==> src/rtl/aileron_seq.sv <==
// Rate-limited aileron valve sequencer: ramps cur_ang one unit per STEP_CYCLES toward the commanded target.
// Optional post-ramp settle dwell is built only when AILSEQ_DWELL_EN is defined.
module aileron_seq #(
    parameter int STEP_CYCLES  = 4,
    parameter int DWELL_CYCLES = 8
) (
    input  logic       clk,
    input  logic       rst_n,
    input  logic [3:0] cmd_ang,
    input  logic       cmd_valid,
    output logic       cmd_ready,
    input  logic       center,
    output logic [3:0] cur_ang,
    output logic       v1e,
    output logic       v2e,
    output logic       v1d,
    output logic       v2d,
    output logic       busy
);

    localparam logic [1:0] IDLE   = 2'd0;
    localparam logic [1:0] RAMP   = 2'd1;
`ifdef AILSEQ_DWELL_EN
    localparam logic [1:0] SETTLE = 2'd2;
    localparam logic [7:0] DWELL_LAST = 8'(DWELL_CYCLES - 1);
`endif
    localparam logic [7:0] STEP_LAST = 8'(STEP_CYCLES - 1);

    generate
        if (STEP_CYCLES < 1 || STEP_CYCLES > 255 ||
            DWELL_CYCLES < 1 || DWELL_CYCLES > 255) begin : g_bad_param
            $error("aileron_seq: STEP_CYCLES and DWELL_CYCLES must be within 1..255");
        end
    endgenerate

    logic [1:0]        state;
    logic [1:0]        state_nx;
    logic signed [3:0] cur;
    logic signed [3:0] cur_nx;
    logic signed [3:0] tgt;
    logic signed [3:0] tgt_nx;
    logic signed [3:0] cmd_clamped;
    logic signed [3:0] goal;
    logic [7:0]        cnt;
    logic [7:0]        cnt_nx;
    logic [3:0]        valves;
    logic              accept;
`ifdef AILSEQ_DWELL_EN
    logic [7:0]        dwell;
    logic [7:0]        dwell_nx;
`endif

    // Valve pattern {v1e, v2e, v1d, v2d} for a given angle.
    function automatic logic [3:0] valve_decode(input logic signed [3:0] a);
        if (a <= -4'sd4)
            return 4'b1100;
        else if (a < 4'sd0)
            return 4'b1000;
        else if (a == 4'sd0)
            return 4'b0000;
        else if (a <= 4'sd3)
            return 4'b0010;
        else
            return 4'b0011;
    endfunction

    // -8 has no mirror image in the valve range, so it is folded onto -7.
    assign cmd_clamped = (cmd_ang == 4'b1000) ? -4'sd7 : $signed(cmd_ang);
    assign goal        = center ? 4'sd0 : tgt;
    assign cmd_ready   = (state == IDLE) && !center;
    assign accept      = cmd_valid && cmd_ready;
    assign busy        = (state != IDLE);
    assign cur_ang     = cur;
    assign {v1e, v2e, v1d, v2d} = valves;

    always_comb begin
        state_nx = state;
        cur_nx   = cur;
        tgt_nx   = center ? 4'sd0 : tgt;
        cnt_nx   = cnt;
`ifdef AILSEQ_DWELL_EN
        dwell_nx = dwell;
`endif
        case (state)
            IDLE: begin
                if (accept) begin
                    tgt_nx   = cmd_clamped;
                    cnt_nx   = 8'd0;
                    state_nx = RAMP;
                end else if (center && cur != 4'sd0) begin
                    cnt_nx   = 8'd0;
                    state_nx = RAMP;
                end
            end
            RAMP: begin
                // Arrival is tested before stepping, so a no-move command costs one cycle.
                if (cur == goal) begin
                    cnt_nx = 8'd0;
`ifdef AILSEQ_DWELL_EN
                    dwell_nx = 8'd0;
                    state_nx = SETTLE;
`else
                    state_nx = IDLE;
`endif
                end else if (cnt == STEP_LAST) begin
                    cnt_nx = 8'd0;
                    cur_nx = (cur < goal) ? cur + 4'sd1 : cur - 4'sd1;
                end else begin
                    cnt_nx = cnt + 8'd1;
                end
            end
`ifdef AILSEQ_DWELL_EN
            SETTLE: begin
                if (center && cur != 4'sd0) begin
                    cnt_nx   = 8'd0;
                    state_nx = RAMP;
                end else if (dwell == DWELL_LAST) begin
                    state_nx = IDLE;
                end else begin
                    dwell_nx = dwell + 8'd1;
                end
            end
`endif
            default: begin
                state_nx = IDLE;
            end
        endcase
    end

    // Valves decode the next angle so they change on the same edge as cur_ang.
    always_ff @(posedge clk or negedge rst_n) begin
        if (!rst_n) begin
            state  <= IDLE;
            cur    <= 4'sd0;
            tgt    <= 4'sd0;
            cnt    <= 8'd0;
            valves <= 4'b0000;
        end else begin
            state  <= state_nx;
            cur    <= cur_nx;
            tgt    <= tgt_nx;
            cnt    <= cnt_nx;
            valves <= valve_decode(cur_nx);
        end
    end

`ifdef AILSEQ_DWELL_EN
    always_ff @(posedge clk or negedge rst_n) begin
        if (!rst_n)
            dwell <= 8'd0;
        else
            dwell <= dwell_nx;
    end
`endif

endmodule

==> config.mk <==
export PLATFORM = sky130hd
export DESIGN_NAME = aileron_seq
export DESIGN_NICKNAME = d
export VERILOG_FILES = /design/src/rtl/aileron_seq.sv
export SDC_FILE = /design/constraint.sdc
export NUM_CORES = 1
export LEC_CHECK = 0
export ABC_AREA = 0
export CELL_PAD_IN_SITES_DETAIL_PLACEMENT = 0
export CELL_PAD_IN_SITES_GLOBAL_PLACEMENT = 1
export CORE_ASPECT_RATIO = 1.75
export CORE_MARGIN = 2
export CORE_UTILIZATION = 43
export CTS_CLUSTER_SIZE = 30
export DETAILED_ROUTE_END_ITERATION = 12
export GPL_TIMING_DRIVEN = 1
export PLACE_DENSITY = 0.8
export SYNTH_ARGS = -nofsm -noshare
export SYNTH_HDL_FRONTEND = slang
export SYNTH_SLANG_ARGS = --single-unit
==> constraint.sdc <==
create_clock -name clk -period 7.8 [get_ports clk]
set_input_delay 1.56 -clock clk [delete_from_list [all_inputs] [get_ports clk]]
set_output_delay 1.56 -clock clk [all_outputs]
set_load 0.01 [all_outputs]
======== Word level (Yosys, flattened, before mapping) ========
Cells that the tools add are included.
operators by class
  equal/unequal tests ..................... 6
  magnitude comparators ................... 4
  mux-type cells .......................... 21
  add/subtract/negate cells ............... 3
  reduce and logical (&&, ||, !) cells .... 11
operators with widths
  operator               count
  $mux W4                10
  $mux W8                4
  $pmux W8 S2            1
  $add A8 B1 Y8 const B  1
  $eq A8 B2 Y1 const B   1
  $le A4 B3 Y1 const B   2
  $mux W2                4
  $add A4 B2 Y4 const B  1
  $eq A4 B4 Y1           1
  $eq A4 B4 Y1 const B   1
  $logic_not A4 Y1       1
  $lt A4 B1 Y1 const B   1
  $lt A4 B4 Y1           1
  $pmux W2 S2            1
  $reduce_and A2 Y1      2
  $reduce_bool A2 Y1     2
  $reduce_bool A4 Y1     1
  $sub A4 B2 Y4 const B  1
  $logic_and A1 B1 Y1    3
  $ne A3 B2 Y1 const B   1
  $eq A2 B1 Y1 const B   1
  $logic_not A2 Y1       1
  $ne A2 B2 Y1 const B   1
  $logic_not A1 Y1       1
  $mux W1                1
storage, ports and cells
  register bits after elaboration ......... 22
  input port bits ......................... 8

======== Depth between registers and ports, before layout ========
Gate-level depths: netlist of the first run.
  depth in word-level cells ............... 11
  depth in mapped cells ................... 12

======== Worst setup path after synthesis of the first run ========
Ideal clock, no wire load.
  path kind ............................... in2reg
  start point ............................. input center
  end point ............................... register valves[0]
  cell stages on the path ................. 11
  setup time .............................. 0.126 ns
  arrival ................................. 3.659 ns
  path slack .............................. 4.015 ns
  cell sequence ........................... nand2b_1 -> ha_1 -> nor3b_1 -> or2_2 -> nand2_1 -> xor2_1 -> ha_1 -> nor2_1 -> or3_1 -> o311a_1 -> a311o_1
on the way
  word-level cells in the longest chain between the ends .. 11
  elaborated cells between the ends (all ways) .. 15
  those cells by class .................... order compare (4); eq/ne (1); mux (9); reduce/logical (1)
RTL lines
  element               RTL line  text
  start, declared       12        input logic center,
  $mux W4 (*)           69        assign goal = center ? 4'sd0 : tgt;
  $lt A4 B4 Y1          107       cur_nx = (cur < goal) ? cur + 4'sd1 : cur - 4'sd1;
  $mux W4               107
  $mux W4               105       end else if (cnt == STEP_LAST) begin
  $mux W4 (*)           97        if (cur == goal) begin
  $mux W4 (*)           84        case (state)
  $le A4 B3 Y1          61        else if (a <= 4'sd3)
  $mux W1               61
  $mux W2               59        else if (a == 4'sd0)
  $mux W4               57        else if (a < 4'sd0)
  $mux W4 (*)           55        if (a <= -4'sd4)
  end signal, assigned  143       valves <= valve_decode(cur_nx);
  end, declared         46        logic [3:0] valves;
Every way passes the cells marked *; elsewhere a longest branch is shown, timed or not.
A chain may end at the register's enable or synchronous reset.

======== Final worst setup path of the first run ========
  start point ............................. input center
  end point ............................... output cmd_ready
on the way
  word-level cells in the longest chain between the ends .. 2
RTL lines
  element              RTL line  text
  $logic_not A1 Y1     70        assign cmd_ready = (state == IDLE) && !center;
  $logic_and A1 B1 Y1  70
  end, declared        11        output logic cmd_ready,
Every way passes these cells.

==> results of run 1 <==
[layout make-up]
class	instances	area (µm²)	area share [%]
clock buffer	3	41.3	2.83
clock inverter	1	5.00	0.343
inverter	6	22.5	1.55
multi-input combinational	100	659	45.2
sequential	21	526	36.1
tap	27	33.8	2.32
timing repair buffer	17	170	11.7
[flip-flops by register name (all words and copies together), names as in the netlist]
register  count
cnt           8
cur_ang       4
tgt           4
valves        4
state         1
[cells in the mapped netlist, drive strengths merged, types with 2 or more instances]
cell type | instances | area (µm²)
a21oi | 7 | 38.8
a31oi | 2 | 12.5
and3 | 3 | 20.0
clkbuf | 2 | 7.51
dfrtp | 21 | 526
ha | 6 | 75.1
inv | 6 | 22.5
nand2 | 7 | 26.3
nand2b | 4 | 25.0
nand3 | 7 | 47.6
nor2 | 13 | 48.8
nor2b | 7 | 43.8
nor3 | 3 | 26.3
o21ai | 15 | 75.1
o31ai | 4 | 30.0
xnor2 | 5 | 43.8
[worst paths after layout]
check | slack, ns | endpoint
worst max-delay path | 3.45 | cmd_ready
min in group asynchronous | 1.82 | cnt[0]
worst min register to register | 0.49 | cnt[7]
worst min-delay path | 0.49 | cnt[7]
worst max register to register | 5.06 | valves[0]
max in group asynchronous | 5.39 | valves[2]
[power groups by stage]
stage          clock network (W)  logic, W  registers [W]
2_1_floorplan                  0  0.000199       0.000186
3_3_place_gp                   0  0.000286       0.000185
3_5_place_dp                   0  0.000294       0.000187
4_1_cts                0.0000725  0.000295       0.000185
5_1_grt                0.0000766  0.000329       0.000190
6_report               0.0000709  0.000292       0.000184
[per-layer routing]
| metal | track usage (%) | up-vias | wire, µm |
|---|---|---|---|
| li1 | - | 496 | - |
| met1 | 19.8 | 493 | 1060 |
| met2 | 30.7 | 15 | 1400 |
| met3 | 2.18 | 4 | 56 |
| met4 | 9.43 | 0 | 41 |
| met5 | 0 | - | 0 |
[through the flow]
stage / cell area [µm²] / utilization (%)
floorplan: 1210 / -
global placement: 1410 / 52.5
detailed placement: 1410 / 52.5
CTS: 1460 / 54.2
global route: 1460 / 54.2
finish: 1460 / 54.2
[logic make-up after synthesis]
| kind of cell | count (synthesis) | synth area share (%) |
|---|---|---|
| flops | 21 | 43.3 |
| buf+inv | 8 | 2.47 |
| compound gates | 34 | 17.6 |
| xor+xnor | 6 | 4.33 |
| simple gates | 53 | 25.2 |
| mux | 1 | 0.927 |
| fa+ha+maj | 6 | 6.18 |
[worst max-delay path, stage by stage]
cell and delay (ns):
clkdlybuf4s50_1 0.50, nor2_1 0.18, clkdlybuf4s50_1 0.55
==> impl_metrics.env, run 1 <==
export IMPL_yosysSeqAreaShare_pct=43.3
export IMPL_rsz0062_at_grt="false"
export IMPL_drtIter0Drc=18
export IMPL_min_delay_start="cnt[7]"
export IMPL_cts_buffers=3
export IMPL_synth_edff_count=0
export IMPL_power_frac_seq_pct=33.7
export IMPL_fin_cells=175
export IMPL_clk_pin_slew_ns=0.07
export IMPL_cp_data_required_time_ns=6.24
export IMPL_first_pass_iters=4
export IMPL_vias_per_cell=5.76
export IMPL_clock_sinks=21
export IMPL_cp_arrival_ns=2.79
export IMPL_irDropWorstVdd_mv=0.204
export IMPL_total_power_w=0.000547
export IMPL_num_rows=25
export IMPL_via_count=1008
export IMPL_min_period_ns=4.35
export IMPL_htreeDepth=1
export IMPL_tightest_slew_ns=0.952
export IMPL_p_per_area_nw_per_um2=375
export IMPL_layout_common_cells="dfrtp_1 (21), clkdlybuf4s50_1 (17), o21ai_0 (15)"
export IMPL_antennaDiodeCount=0
export IMPL_place_ws_ns=3.25
export IMPL_pwr_share_clk_pct=13.0
export IMPL_reg2reg_from="cur_ang[1]"
export IMPL_synth_warnings=0
export IMPL_mostFrequentLayoutCell="dfrtp_1"
export IMPL_critPathCaptureType="output port"
export IMPL_netlist_area_um2=1210
export IMPL_crit_start="center"
export IMPL_avgRoutedWirePerCell_um=14.6
export IMPL_crit_fanout=7
export IMPL_grt_max_degree=22
export IMPL_clock_latency_ns=0.26
export IMPL_antenna_found_initial=0
export IMPL_ys_types=37
export IMPL_drv_cap=0
export IMPL_power_switching_w=0.000227
export IMPL_dpl_hpwl_um=1960
export IMPL_syn_inst=129
export IMPL_avgSynthCellArea_um2=9.42
export IMPL_dp_cells=171
export IMPL_die_x_um=44.2
export IMPL_sw_frac_of_total_pct=41.5
export IMPL_min_path_type="reg2reg"
export IMPL_ios=18
export IMPL_worst_hold_slack_ns=0.491
export IMPL_wirelength_um=2560
export IMPL_antenna_left=0
export IMPL_p_leak_nw=0.612
export IMPL_critical_path_class="in2out"
export IMPL_synth_nets=143
export IMPL_fin_tns_setup_ns=0
export IMPL_layout_drive_gt1_share_pct=9.46
export IMPL_core_area_um2=2690
export IMPL_max_freq_mhz=230
export IMPL_hold_violations=0
export IMPL_worst_slack_ns=3.45
export IMPL_holdPathStages=1
export IMPL_start_kind="primary input"
export IMPL_clockBufferDepth=2
export IMPL_fp_dieArea_um2=3280
export IMPL_outcome="finished clean"
export IMPL_start_util_pct=45.2
export IMPL_die_y_um=74.3
export IMPL_cts_tree="done"
export IMPL_grt_usage_pct=17.4
export IMPL_finalCritPeriodShare_pct=55.8
export IMPL_pwr_share_comb_pct=53.4
export IMPL_cts_setup_buffers=0
export IMPL_port_buffers=17
export IMPL_gp_congestion=0.903
export IMPL_grt_first_pass_wirelength_um=4310
export IMPL_grt_pass1_vias=1011
export IMPL_max_slew_margin_pct=36.3
export IMPL_grt_remaining_overflow=0
export IMPL_drc=0
export IMPL_area_growth_pct=20.0
export IMPL_nets=163
export IMPL_fillCellCount=251
export IMPL_ys_seq_elements=21
export IMPL_clock_skew_ns=0.0109
export IMPL_cts_resized=0
export IMPL_holdBufCountCts=0
export IMPL_internal_power_w=0.000320
export IMPL_ff2ff_path_depth=10
export IMPL_cts_root_buf="clkbuf_8"
export IMPL_finalSetupViolCount=0
export IMPL_final_max_slew_viol_count=0
export IMPL_synth_flop_cell="dfrtp_1"
export IMPL_postSynth_asyncResetShare_pct=100
Power figures use the tool's default switching activity.
==> inputs of run 2 (changes only) <==
--- a/config.mk
+++ b/config.mk
@@ -10,11 +10,11 @@
 export CELL_PAD_IN_SITES_GLOBAL_PLACEMENT = 1
 export CORE_ASPECT_RATIO = 1.75
 export CORE_MARGIN = 2
-export CORE_UTILIZATION = 43
+export CORE_UTILIZATION = 40
 export CTS_CLUSTER_SIZE = 30
 export DETAILED_ROUTE_END_ITERATION = 12
 export GPL_TIMING_DRIVEN = 1
-export PLACE_DENSITY = 0.8
+export PLACE_DENSITY = 0.75
 export SYNTH_ARGS = -nofsm -noshare
 export SYNTH_HDL_FRONTEND = slang
 export SYNTH_SLANG_ARGS = --single-unit
==> constraint.sdc (replaced) <==
create_clock -name clk -period 4.16 [get_ports clk]
set_input_delay 0.832 -clock clk [delete_from_list [all_inputs] [get_ports clk]]
set_output_delay 0.832 -clock clk [all_outputs]
set_load 0.01 [all_outputs]
==> run 2 against run 1 <==
  * Sequential power is 86% higher
  * Count of clock-buffer cells in the layout stayed put
  * Flip-flop and latch count stayed put
  * Register-to-register slack worse by 3.6 ns
  * Clock power is 88% higher
  * Final area hardly changed
  * Clock skew is 0.0076 ns lower
  * Die area is 7.0% higher
  * Hold slack better by 0.0063 ns
==> impl_metrics.env, run 2 (same netlist as run 1, synthesis figures left out) <==
export IMPL_fillCellCount=277
export IMPL_cp_data_required_time_ns=4.31
export IMPL_min_period_ns=3.51
export IMPL_drc=0
export IMPL_tightest_slew_ns=0.932
export IMPL_cp_depth=12
export IMPL_start_util_pct=42.0
export IMPL_area_growth_pct=20.1
export IMPL_grt_usage_pct=16.3
export IMPL_place_ws_ns=0.358
export IMPL_die_x_um=45.7
export IMPL_via_count=976
export IMPL_drtIter0Drc=13
export IMPL_p_per_area_nw_per_um2=698
export IMPL_htreeDepth=1
export IMPL_rsz0062_at_grt="false"
export IMPL_antennaDiodeCount=0
export IMPL_worst_hold_slack_ns=0.497
export IMPL_layout_common_cells="dfrtp_1 (21), clkdlybuf4s50_1 (17), o21ai_0 (15)"
export IMPL_critical_path_class="in2reg"
export IMPL_cts_resized=0
export IMPL_port_buffers=17
export IMPL_grt_pass1_vias=967
export IMPL_critPathCaptureType="flop"
export IMPL_gp_congestion=0.854
export IMPL_placedInstanceArea_um2=1410
export IMPL_die_y_um=76.9
export IMPL_max_freq_mhz=285
export IMPL_wirelength_um=2440
export IMPL_crit_top_cell="ha_1"
export IMPL_path_buf_inv=1
export IMPL_holdBufCountCts=0
export IMPL_finalInstanceArea_um2=1460
export IMPL_dpl_hpwl_um=1910
export IMPL_holdPathStages=1
export IMPL_avgRoutedWirePerCell_um=13.8
export IMPL_start_kind="primary input"
export IMPL_cts_root_buf="clkbuf_8"
export IMPL_cts_buffers=3
export IMPL_grt_max_degree=22
export IMPL_core_area_um2=2900
export IMPL_crit_fanout=7
export IMPL_fin_tns_setup_ns=0
export IMPL_clock_latency_ns=0.26
export IMPL_grt_remaining_overflow=0
export IMPL_crit_family="simple AND/OR/NAND/NOR gates"
export IMPL_ff2ff_path_depth=10
export IMPL_hold_violations=0
export IMPL_final_max_slew_viol_count=0
export IMPL_path_cells="clkdlybuf4s50_1 > nand2b_1 > ha_1 > nor3b_1 > or2_2 > nand2_1 > xor2_1 > ha_1 > nor2_1 > or3_1 > o311a_1 > a311o_1"
export IMPL_p_leak_nw=0.612
export IMPL_ios=18
export IMPL_fin_util_pct=50.4
export IMPL_min_path_type="reg2reg"
export IMPL_nets=163
export IMPL_finalSetupViolCount=0
export IMPL_clk_pin_slew_ns=0.08
export IMPL_slowest_delay_ns=0.49
export IMPL_vias_per_cell=5.55
export IMPL_max_slew_margin_pct=37.7
export IMPL_worst_slack_ns=0.650
export IMPL_layout_drive_gt1_share_pct=9.46
export IMPL_finalCritPeriodShare_pct=84.4
export IMPL_first_pass_iters=2
export IMPL_num_rows=26
export IMPL_fp_dieArea_um2=3510
export IMPL_clockBufferDepth=2
export IMPL_critPathSlowestCell="clkdlybuf4s50_1"
export IMPL_grt_first_pass_wirelength_um=4240
export IMPL_clock_skew_ns=0.00330
export IMPL_clock_sinks=21
export IMPL_cts_tree="done"
export IMPL_regMostFlops="cnt"
export IMPL_cts_setup_buffers=0
export IMPL_antenna_left=0
export IMPL_irDropWorstVdd_mv=0.351
export IMPL_cp_arrival_ns=3.66
export IMPL_mostFrequentLayoutCell="dfrtp_1"
export IMPL_largest_reg_flops=8
export IMPL_drv_cap=0
export IMPL_antenna_found_initial=0
export IMPL_outcome="finished clean"
## run 2: cell counts in the layout (fill, tap and decap cells not counted)
No cell type changed its count.
## run 2: per-stage QoR
step           std cells  total power [W]
2_1_floorplan        129         0.000721
3_3_place_gp         172         0.000889
3_5_place_dp         172         0.000895
4_1_cts              176          0.00103
5_1_grt              176          0.00112
6_report             176          0.00102
## run 2: layer usage
layer | vias up | share of wire, % | wire length, µm | global-route usage [%]
met5 | - | 0 | 0 | 0
met4 | 0 | 0.78 | 19 | 6.18
met3 | 2 | 1.1 | 26 | 1.41
met2 | 7 | 56 | 1360 | 27.9
met1 | 470 | 42 | 1030 | 19.8
li1 | 497 | - | - | -
## run 2: final cells by class
| type | instances | area, µm² | share of cell area, % |
|---|---|---|---|
| Clock buffer | 3 | 41.3 | 2.83 |
| Clock inverter | 1 | 5.00 | 0.343 |
| Inverter | 6 | 22.5 | 1.54 |
| Multi-Input combinational cell | 100 | 659 | 45.2 |
| Sequential cell | 21 | 526 | 36.0 |
| Tap cell | 28 | 35.0 | 2.40 |
| Timing Repair Buffer | 17 | 170 | 11.7 |
## run 2: final timing paths
path | from | endpoint | slack (ns)
max | center | valves[0] | 0.65
min | cnt[7] | cnt[7] | 0.50
max reg2reg | cur_ang[1] | valves[0] | 1.43
min reg2reg | cnt[7] | cnt[7] | 0.50
max in group asynchronous | rst_n | valves[2] | 2.50
min in group asynchronous | rst_n | cnt[0] | 1.09
## run 2: power by group
part	switching, W	internal [W]
clock network	0.0000662	0.0000667
registers	0.0000713	0.000271
logic	0.000281	0.000262
==> inputs of run 3 (changes only) <==
==> constraint.sdc (replaced) <==
create_clock -name clk -period 3.36 [get_ports clk]
set_input_delay 0.672 -clock clk [delete_from_list [all_inputs] [get_ports clk]]
set_output_delay 0.672 -clock clk [all_outputs]
set_load 0.01 [all_outputs]
==> run 3 against run 2 <==
  * Combinational power is 35% higher
  * First-iteration DRC count shrank 54%
  * Count of clock-buffer cells in the layout unchanged
  * Hold slack worse by 0.0042 ns
  * Sequential power grew 25%
  * Via count is 2.6% higher
  * Cell count rose by 3.4%
  * Core utilization up 1.6 points
  * Final area increased by 3.3%
  * Critical endpoint unchanged
==> impl_metrics.env, run 3 (same netlist as run 1, synthesis figures left out) <==
export IMPL_nets=169
export IMPL_power_switching_w=0.000542
export IMPL_reg2reg_from="cur_ang[1]"
export IMPL_vias_per_cell=5.50
export IMPL_htreeDepth=1
export IMPL_clock_sinks=21
export IMPL_drc=0
export IMPL_first_pass_iters=2
export IMPL_multi_input_area_um2=659
export IMPL_slowest_delay_ns=0.43
export IMPL_antennaDiodeCount=0
export IMPL_grt_usage_pct=16.5
export IMPL_die_x_um=45.7
export IMPL_finalSetupViolCount=0
export IMPL_internal_power_w=0.000785
export IMPL_pwr_share_clk_pct=12.8
export IMPL_min_path_type="reg2reg"
export IMPL_ios=18
export IMPL_drtIter0Drc=6
export IMPL_start_kind="primary input"
export IMPL_path_cells="clkdlybuf4s50_1 > nand2b_1 > ha_1 > nor3b_1 > or2_2 > nand2_1 > xor2_1 > ha_1 > nor2_1 > or3_1 > o311a_1 > a311o_1"
export IMPL_pwr_share_comb_pct=55.1
export IMPL_cp_data_required_time_ns=3.50
export IMPL_clock_skew_ns=0.00801
export IMPL_fp_dieArea_um2=3510
export IMPL_whs_endpoint="cnt[7]"
export IMPL_ff2ff_path_depth=11
export IMPL_sw_frac_of_total_pct=40.8
export IMPL_reg2reg_to="valves[1]"
export IMPL_cts_buffers=3
export IMPL_grt_first_pass_wirelength_um=4320
export IMPL_gr_usage_met1_pct=20.1
export IMPL_wirelength_um=2590
export IMPL_crit_top_cell="ha_1"
export IMPL_avgRoutedWirePerCell_um=14.2
export IMPL_core_area_um2=2900
export IMPL_clk_pin_slew_ns=0.07
export IMPL_cts_root_buf="clkbuf_8"
export IMPL_max_slew_margin_pct=38.5
export IMPL_critical_path_class="in2reg"
export IMPL_ff2ff_setup_slack_ns=0.78
export IMPL_cts_tree="done"
export IMPL_holdPathStages=1
export IMPL_worst_slack_ns=0.239
export IMPL_grt_pass1_vias=984
export IMPL_grt_remaining_overflow=0
export IMPL_clock_latency_ns=0.26
export IMPL_busiest_layer="met2"
export IMPL_met3_usage_pct=1.41
export IMPL_grt_max_degree=22
export IMPL_min_period_ns=3.12
export IMPL_antenna_left=0
export IMPL_finalCritPeriodShare_pct=92.9
export IMPL_layout_common_cells="dfrtp_1 (21), clkdlybuf4s50_1 (17), o21ai_0 (15)"
export IMPL_hold_violations=0
export IMPL_port_buffers=17
export IMPL_drv_cap=0
export IMPL_gp_congestion=0.854
export IMPL_crit_fanout=5
export IMPL_critPathSlowestCell="clkdlybuf4s50_1"
export IMPL_total_power_w=0.00133
export IMPL_p_per_area_nw_per_um2=881
export IMPL_max_freq_mhz=320
export IMPL_outcome="finished clean"
export IMPL_cts_resized=0
export IMPL_layout_drive_gt1_share_pct=13.0
export IMPL_holdBufCountCts=0
export IMPL_irDropWorstVdd_mv=0.459
export IMPL_area_growth_pct=24.0
export IMPL_p_leak_nw=0.637
export IMPL_num_rows=26
export IMPL_seq_area_um2=526
export IMPL_regMostFlops="cnt"
export IMPL_dpl_hpwl_um=2060
export IMPL_critPathCaptureType="flop"
export IMPL_fin_util_pct=52.0
export IMPL_tightest_slew_ns=0.920
export IMPL_start_util_pct=42.0
export IMPL_cts_setup_buffers=0
export IMPL_fin_tns_setup_ns=0
export IMPL_min_delay_start="cnt[7]"
export IMPL_grtUsageMet2_pct=28.3
export IMPL_power_frac_seq_pct=32.2
export IMPL_place_ws_ns=-0.0462
export IMPL_final_max_slew_viol_count=0
export IMPL_fillCellCount=269
export IMPL_via_count=1001
export IMPL_die_y_um=76.9
export IMPL_rsz0062_at_grt="false"
export IMPL_antenna_found_initial=0
export IMPL_cp_arrival_ns=3.26
export IMPL_mostFrequentLayoutCell="dfrtp_1"
export IMPL_clockBufferDepth=2
export IMPL_largest_reg_flops=8
==> run 3: changes by cell type in the layout (fill, tap and decap cells not counted) <==
cell,previous run,this run
buf_4,0,6
clkinvlp_4,0,1
clkinv_2,1,0
==> run 3: worst max path at each step <==
stage            from        end  slack, ns  depth (start not counted)
2_1_floorplan  center  valves[0]       0.46                         11
3_3_place_gp   center  valves[1]      0.008                         13
3_5_place_dp   center  valves[0]      -0.05                         12
4_1_cts        center  valves[0]       0.23                         12
5_1_grt        center  valves[1]       0.01                         13
6_report       center  valves[0]       0.24                         12
==> run 3: per-stage QoR <==
| step | instance area [µm²] | std cells | hold slack (ns) |
|---|---|---|---|
| 2_1_floorplan | 1210 | 129 | 0.376 |
| 3_3_place_gp | 1460 | 178 | 0.481 |
| 3_5_place_dp | 1460 | 178 | 0.481 |
| 4_1_cts | 1510 | 182 | 0.496 |
| 5_1_grt | 1510 | 182 | 0.527 |
| 6_report | 1510 | 182 | 0.493 |
==> run 3: cell type report <==
cell class,count,area share [%]
Multi-Input combinational cell,100,43.8
Timing Repair Buffer,23,14.3
Inverter,6,1.50
Sequential cell,21,34.9
Clock buffer,3,2.74
Tap cell,28,2.33
Clock inverter,1,0.498
==> run 3: power by group through the flow <==
stage          sequential (W)  combinational, W  clock [W]
3_5_place_dp         0.000433          0.000741          0
4_1_cts              0.000428          0.000744   0.000175
2_1_floorplan        0.000431          0.000462          0
6_report             0.000427          0.000731   0.000170
3_3_place_gp         0.000429          0.000721          0
5_1_grt              0.000439          0.000828   0.000184
==> run 3: worst max-delay path: cells and delay by family <==
| family | cells | cell delay (ns) |
|---|---|---|
| adders and majority gates | 2 | 0.55 |
| buffers and inverters | 1 | 0.43 |
| and+or+nand+nor | 6 | 1.06 |
| AOI/OAI and AO/OA | 2 | 0.39 |
| xor gates and xnor gates | 1 | 0.15 |
==> run 3: routing by layer <==
layer | share of wire [%] | wire [µm] | vias to the layer above
met2 | 57 | 1470 | 7
met4 | 0.96 | 25 | 0
li1 | - | - | 509
met3 | 1.1 | 28 | 2
met1 | 41 | 1070 | 483
met5 | 0 | 0 | -
